==> src/rtl/aud_cfg_pkg.sv <==
// rtl/aud_cfg_pkg.sv - shared types, codec address and register table for the audio codec configurator
package aud_cfg_pkg;

    typedef enum logic [2:0] {
        ST_IDLE,
        ST_LOAD,
        ST_SEND,
        ST_WAIT,
        ST_GAP,
        ST_DONE,
        ST_ERR
    } cfg_state_t;

    localparam logic [7:0] CODEC_ADDR = 8'h34;

    // Entry 0 sits in the least significant slot; each entry is {reg_addr[6:0], reg_val[8:0]}.
    localparam logic [7:0][15:0] CFG_TABLE = {
        16'h0000, 16'h0000, 16'h1201, 16'h0E02,
        16'h0A00, 16'h0812, 16'h0C00, 16'h1E00
    };

    function automatic logic [15:0] cfg_lookup(input logic [2:0] idx);
        return CFG_TABLE[idx];
    endfunction

endpackage

==> src/rtl/aud_cfg_seq.sv <==
// rtl/aud_cfg_seq.sv - walks the codec register table, handing one write at a time to an I2C engine
module aud_cfg_seq
    import aud_cfg_pkg::*;
#(
    parameter int NUM_REGS       = 6,
    parameter int SETTLE_CYCLES  = 16,
    parameter int TIMEOUT_CYCLES = 4096
) (
    input  logic       Clk,
    input  logic       Reset,
    input  logic       start_cfg,
    input  logic       i2c_done,
    output logic       i2c_start,
    output logic [7:0] dev_addr,
    output logic [7:0] sec_data,
    output logic [7:0] third_data,
    output logic [2:0] reg_idx,
    output logic       busy,
    output logic       cfg_done,
    output logic       cfg_err
);

    localparam logic [2:0]  LAST_IDX = 3'(NUM_REGS - 1);
    localparam logic [15:0] TMO_LAST = 16'(TIMEOUT_CYCLES - 1);
    localparam logic [15:0] GAP_LAST = 16'(SETTLE_CYCLES - 1);

    cfg_state_t  r_state;
    cfg_state_t  w_next;
    logic        r_done_q;
    logic [15:0] r_tmo;
    logic [15:0] r_gap;
    logic [2:0]  r_idx;
    logic [7:0]  r_sec;
    logic [7:0]  r_third;
    logic        r_start;
    logic        r_busy;
    logic        r_cfg_done;
    logic        r_cfg_err;

    logic        w_at_rest;
    logic        w_done_rise;
    logic        w_tmo_hit;
    logic        w_gap_end;
    logic [2:0]  w_idx_nxt;
    logic [15:0] w_entry;
    logic        w_start_nxt;
    logic        w_busy_nxt;
    logic        w_done_nxt;
    logic        w_err_nxt;

    assign w_at_rest   = (r_state == ST_IDLE) || (r_state == ST_DONE) || (r_state == ST_ERR);
    assign w_done_rise = i2c_done && !r_done_q;
    assign w_tmo_hit   = (r_tmo == TMO_LAST);
    assign w_gap_end   = (r_gap == GAP_LAST);

    always_ff @(posedge Clk or negedge Reset) begin
        if (!Reset) begin
            r_state <= ST_IDLE;
        end else begin
            r_state <= w_next;
        end
    end

    // In WAIT a DONE edge beats a simultaneous timeout terminal count.
    always_comb begin
        w_next = r_state;
        case (r_state)
            ST_IDLE, ST_DONE, ST_ERR: if (start_cfg) w_next = ST_LOAD;
            ST_LOAD:                  w_next = ST_SEND;
            ST_SEND: begin
                if (!i2c_done)      w_next = ST_WAIT;
                else if (w_tmo_hit) w_next = ST_ERR;
            end
            ST_WAIT: begin
                if (w_done_rise)    w_next = ST_GAP;
                else if (w_tmo_hit) w_next = ST_ERR;
            end
            ST_GAP: begin
                if (w_gap_end) w_next = (r_idx == LAST_IDX) ? ST_DONE : ST_LOAD;
            end
            default:                  w_next = ST_IDLE;
        endcase
    end

    always_comb begin
        w_idx_nxt = r_idx;
        if (w_at_rest && start_cfg) begin
            w_idx_nxt = 3'd0;
        end else if ((r_state == ST_GAP) && w_gap_end && (r_idx != LAST_IDX)) begin
            w_idx_nxt = r_idx + 3'd1;
        end
        w_entry     = cfg_lookup(w_idx_nxt);
        w_start_nxt = (w_next == ST_SEND);
        w_busy_nxt  = (w_next == ST_LOAD) || (w_next == ST_SEND) ||
                      (w_next == ST_WAIT) || (w_next == ST_GAP);
        w_done_nxt  = (w_next == ST_DONE);
        w_err_nxt   = (w_next == ST_ERR);
    end

    // Outputs are registered from the next state so i2c_start cannot glitch on a state decode.
    always_ff @(posedge Clk or negedge Reset) begin
        if (!Reset) begin
            r_done_q   <= 1'b0;
            r_tmo      <= 16'd0;
            r_gap      <= 16'd0;
            r_idx      <= 3'd0;
            r_sec      <= 8'd0;
            r_third    <= 8'd0;
            r_start    <= 1'b0;
            r_busy     <= 1'b0;
            r_cfg_done <= 1'b0;
            r_cfg_err  <= 1'b0;
        end else begin
            r_done_q   <= i2c_done;
            r_idx      <= w_idx_nxt;
            r_start    <= w_start_nxt;
            r_busy     <= w_busy_nxt;
            r_cfg_done <= w_done_nxt;
            r_cfg_err  <= w_err_nxt;

            if (w_next == ST_LOAD) begin
                r_sec   <= w_entry[15:8];
                r_third <= w_entry[7:0];
            end

            if (r_state == ST_LOAD) begin
                r_tmo <= 16'd0;
            end else if ((r_state == ST_SEND) || (r_state == ST_WAIT)) begin
                if (r_tmo != 16'hFFFF) r_tmo <= r_tmo + 16'd1;
            end

            if (r_state == ST_GAP) begin
                r_gap <= r_gap + 16'd1;
            end else begin
                r_gap <= 16'd0;
            end
        end
    end

    assign i2c_start  = r_start;
    assign dev_addr   = CODEC_ADDR;
    assign sec_data   = r_sec;
    assign third_data = r_third;
    assign reg_idx    = r_idx;
    assign busy       = r_busy;
    assign cfg_done   = r_cfg_done;
    assign cfg_err    = r_cfg_err;

endmodule

==> config.mk <==
export PLATFORM = sky130hd
export DESIGN_NAME = aud_cfg_seq
export DESIGN_NICKNAME = d
export VERILOG_FILES = /design/src/rtl/aud_cfg_pkg.sv /design/src/rtl/aud_cfg_seq.sv
export SDC_FILE = /design/constraint.sdc
export NUM_CORES = 1
export LEC_CHECK = 0
export BUFFER_PORTS_ARGS = -buffer_cell sky130_fd_sc_hd__buf_4
export CAP_MARGIN = 20
export CORE_AREA = 2 2 88 69
export CTS_CLUSTER_DIAMETER = 40
export CTS_CLUSTER_SIZE = 20
export DETAILED_ROUTE_END_ITERATION = 6
export DIE_AREA = 0 0 90 71
export PLACE_DENSITY = 0.72
export SLEW_MARGIN = 20
export SYNTH_ARGS = -nofsm -noshare
export SYNTH_HDL_FRONTEND = slang
export SYNTH_SLANG_ARGS = --single-unit
export TNS_END_PERCENT = 20
==> constraint.sdc <==
create_clock -name Clk -period 3.8 [get_ports Clk]
set_input_delay 0.57 -clock Clk [delete_from_list [all_inputs] [get_ports Clk]]
set_output_delay 0.57 -clock Clk [all_outputs]
set_load 0.02 [all_outputs]
==> reports/results.ini <==
[critical_path]
cpMostUsedCell=ha_1
crit_family=simple AND/OR/NAND/NOR gates
path_max_fanout=6
cp-start-kind=flip-flop
crit_chain=ha_1 > and3_1 > nand3_1 > nor2_1 > xnor2_1 > or2_2 > ha_1 > a21boi_0 > a211o_1 > mux2_2
cp_slowest_cell=dfrtp_1
critical-path-max-stage-delay_ns=0.38
crit_arrival_ns=2.99
worstSetupPathType=reg2reg
worstPathRequired_ns=3.99
end_kind=flip-flop
path_buf_inv=0

[sta]
fin_skew_ns=0.004087
fin_setup_tns_ns=0
hold_violations=0
slew_violations=0
rsz0062_at_grt=no
setup-violations-final=0
worst_hold_slack_ns=0.2817
fin_crit_sh=0.7374
period_minus_slack_ns=2.802
tightest_slew_ns=0.6166
fmax_ghz=0.3569
max_slew_margin=0.5890
setup_ws_ns=0.9977

[worst_hold_path]
hp-class=in2async

[placement]
place_area_sq_mm=0.002823
hpwl_um=3211
dp_slack_ns=1.000
gp_congestion=0.8000
dp_cells=357
io_buffers=17

[clock_tree]
cts_resized=0
cts.sinks=50
cts_made_buffers=5
cts_root_buffer=clkbuf_8
cts_tree=yes
clk_pin_slew_ns=0.09
holdBufCountCts=0
h-tree-depth=2
clk_latency_ns=0.30
ctsLongestPathBuffers=2
cts_setup_buffers=0

[layout]
drive_above_1_share=0.1498
nets=297
mostFrequentLayoutCells=50 x dfrtp_1, 33 x nor2_1, 18 x buf_4, 17 x conb_1
antenna_cells=0
fin_area_sq_mm=0.002914
layout_commonest_cell=dfrtp_1
fillers=527
area_delta_synth_final_pct=7.874
layout.cells.non_filler=365

[floorplan]
die-width_um=90
coreArea_sq_mm=0.005585
io_pins=35
initial_core_util=0.4836
dieArea_sq_mm=0.006390
rows=24
die_y_um=71

[global_route]
antenna_found_initial=0
grt_pass1_wl_um=8073
grt_use_total=0.1564
overflow=0
grt_max_degree=51
grt_pass1_vias=1746

[synth]
synth_area_sq_mm=0.002701
synth_compound_area_frac=0.06484
synth_simple_gate_area_frac=0.2158
synth_warnings=0
synth_mux_area_frac=0.05280
synth-edff-count=0
synth-adder-area-share=0.03242
yosys.cell_types.count=45
ys.flop_type=dfrtp_1
synth-xor-area-share=0.09078
synthCells=271
synthArstFlopShare=1.000
synth-seq-cells=50
ys_seq_area_frac=0.4632
avgSynthCellArea_sq_um=9.968
synth_top_family_by_area=simple AND/OR/NAND/NOR gates

[routing]
totalWireLength_um=4622
drtIter0Drc=115
drc_errors=0
wire_per_inst_um=12.66
ant_nets=0
vias=1821
vias_per_cell=4.989
dr.pass1.iters=4

[power]
peakVddDrop_uv=405.9
p_leak_nw=1.274
power.density_mw_per_mm2=508.0

[run]
cap_violations=0

[run_status]
status=complete, no violations

[metrics by stage]
step                      power, mW    util
final                         1.480  0.5217
after CTS                     1.495  0.5217
after global routing          1.578  0.5217
after detailed placement      1.175  0.5054
after global placement        1.160  0.5054
after floorplan               1.051       -
[path summary, 6_finish.rpt]
path	start	endpoint	slack, ns	depth (start not counted)
worst max register to register	r_gap[0]$_DFF_PN0_	sec_data[2]$_DFFE_PN0N_	1.0	10
worst min-delay path	Reset	r_tmo[10]$_DFFE_PN0P_	0.28	1
worst min register to register	r_gap[0]$_DFF_PN0_	r_gap[0]$_DFF_PN0_	0.48	1
max in group asynchronous	Reset	r_gap[14]$_DFF_PN0_	3.11	1
min in group Clk	i2c_done	r_done_q$_DFF_PN0_	0.41	1
worst max-delay path	r_gap[0]$_DFF_PN0_	sec_data[2]$_DFFE_PN0N_	1.0	10
[layout make-up]
cell class	instances	area [sq um]	share of cell area
sequential	50	1251	0.4294
multi-input combinational	200	1297	0.4453
tap	78	97.59	0.03349
clock inverter	1	5.005	0.001717
inverter	11	41.29	0.01417
timing repair buffer	18	135.1	0.04637
clock buffer	7	86.33	0.02963
[logic make-up (layout without fill, tap and decap cells)]
group	Yosys count	count (layout)
AO/OA/AOI/OAI	25	25
XOR/XNOR	28	28
adder cells (fa/ha/maj)	7	7
buffers and inverters	36	37
flip-flops	50	50
multiplexers	13	13
other	2	17
AND/OR/NAND/NOR	110	110
[synthesized netlist by cell type (all sizes together), types with 7 or more instances]
library cell | instances | area share
dfrtp | 50 | 0.46
nor2 | 33 | 0.046
buf | 19 | 0.053
nand2 | 15 | 0.021
xor2 | 15 | 0.049
nand3 | 14 | 0.026
xnor2 | 13 | 0.042
inv | 11 | 0.015
mux2 | 10 | 0.042
o21ai | 9 | 0.017
a21oi | 7 | 0.017
ha | 7 | 0.032
[state kept, by name, summed over array words and instances (netlist names)]
name / cells
busy: 1
sec_data: 4
cfg_done: 1
r_state: 3
i2c_start: 1
cfg_err: 1
third_data: 3
r_done_q: 1
reg_idx: 3
r_gap: 16
r_tmo: 16
[routing by layer]
layer  up-vias  track usage  wire length, um  part of all wire
met3         5      0.04047              190             0.041
met1       863       0.2117             2276              0.49
li1        919            -                -                 -
met4         0      0.05128               46             0.010
met2        34       0.2490             2108              0.46
met5         -            0                0                 0
[where the power goes]
part / switching (mW) / total (mW) / internal [mW] / leakage (nW)
combinational: 0.280 / 0.475 / 0.195 / 0.567
sequential: 0.0811 / 0.691 / 0.610 / 0.659
clock: 0.167 / 0.314 / 0.147 / 0.0482
total: 0.528 / 1.48 / 0.952 / 1.27
Power figures use the tool's default switching activity.
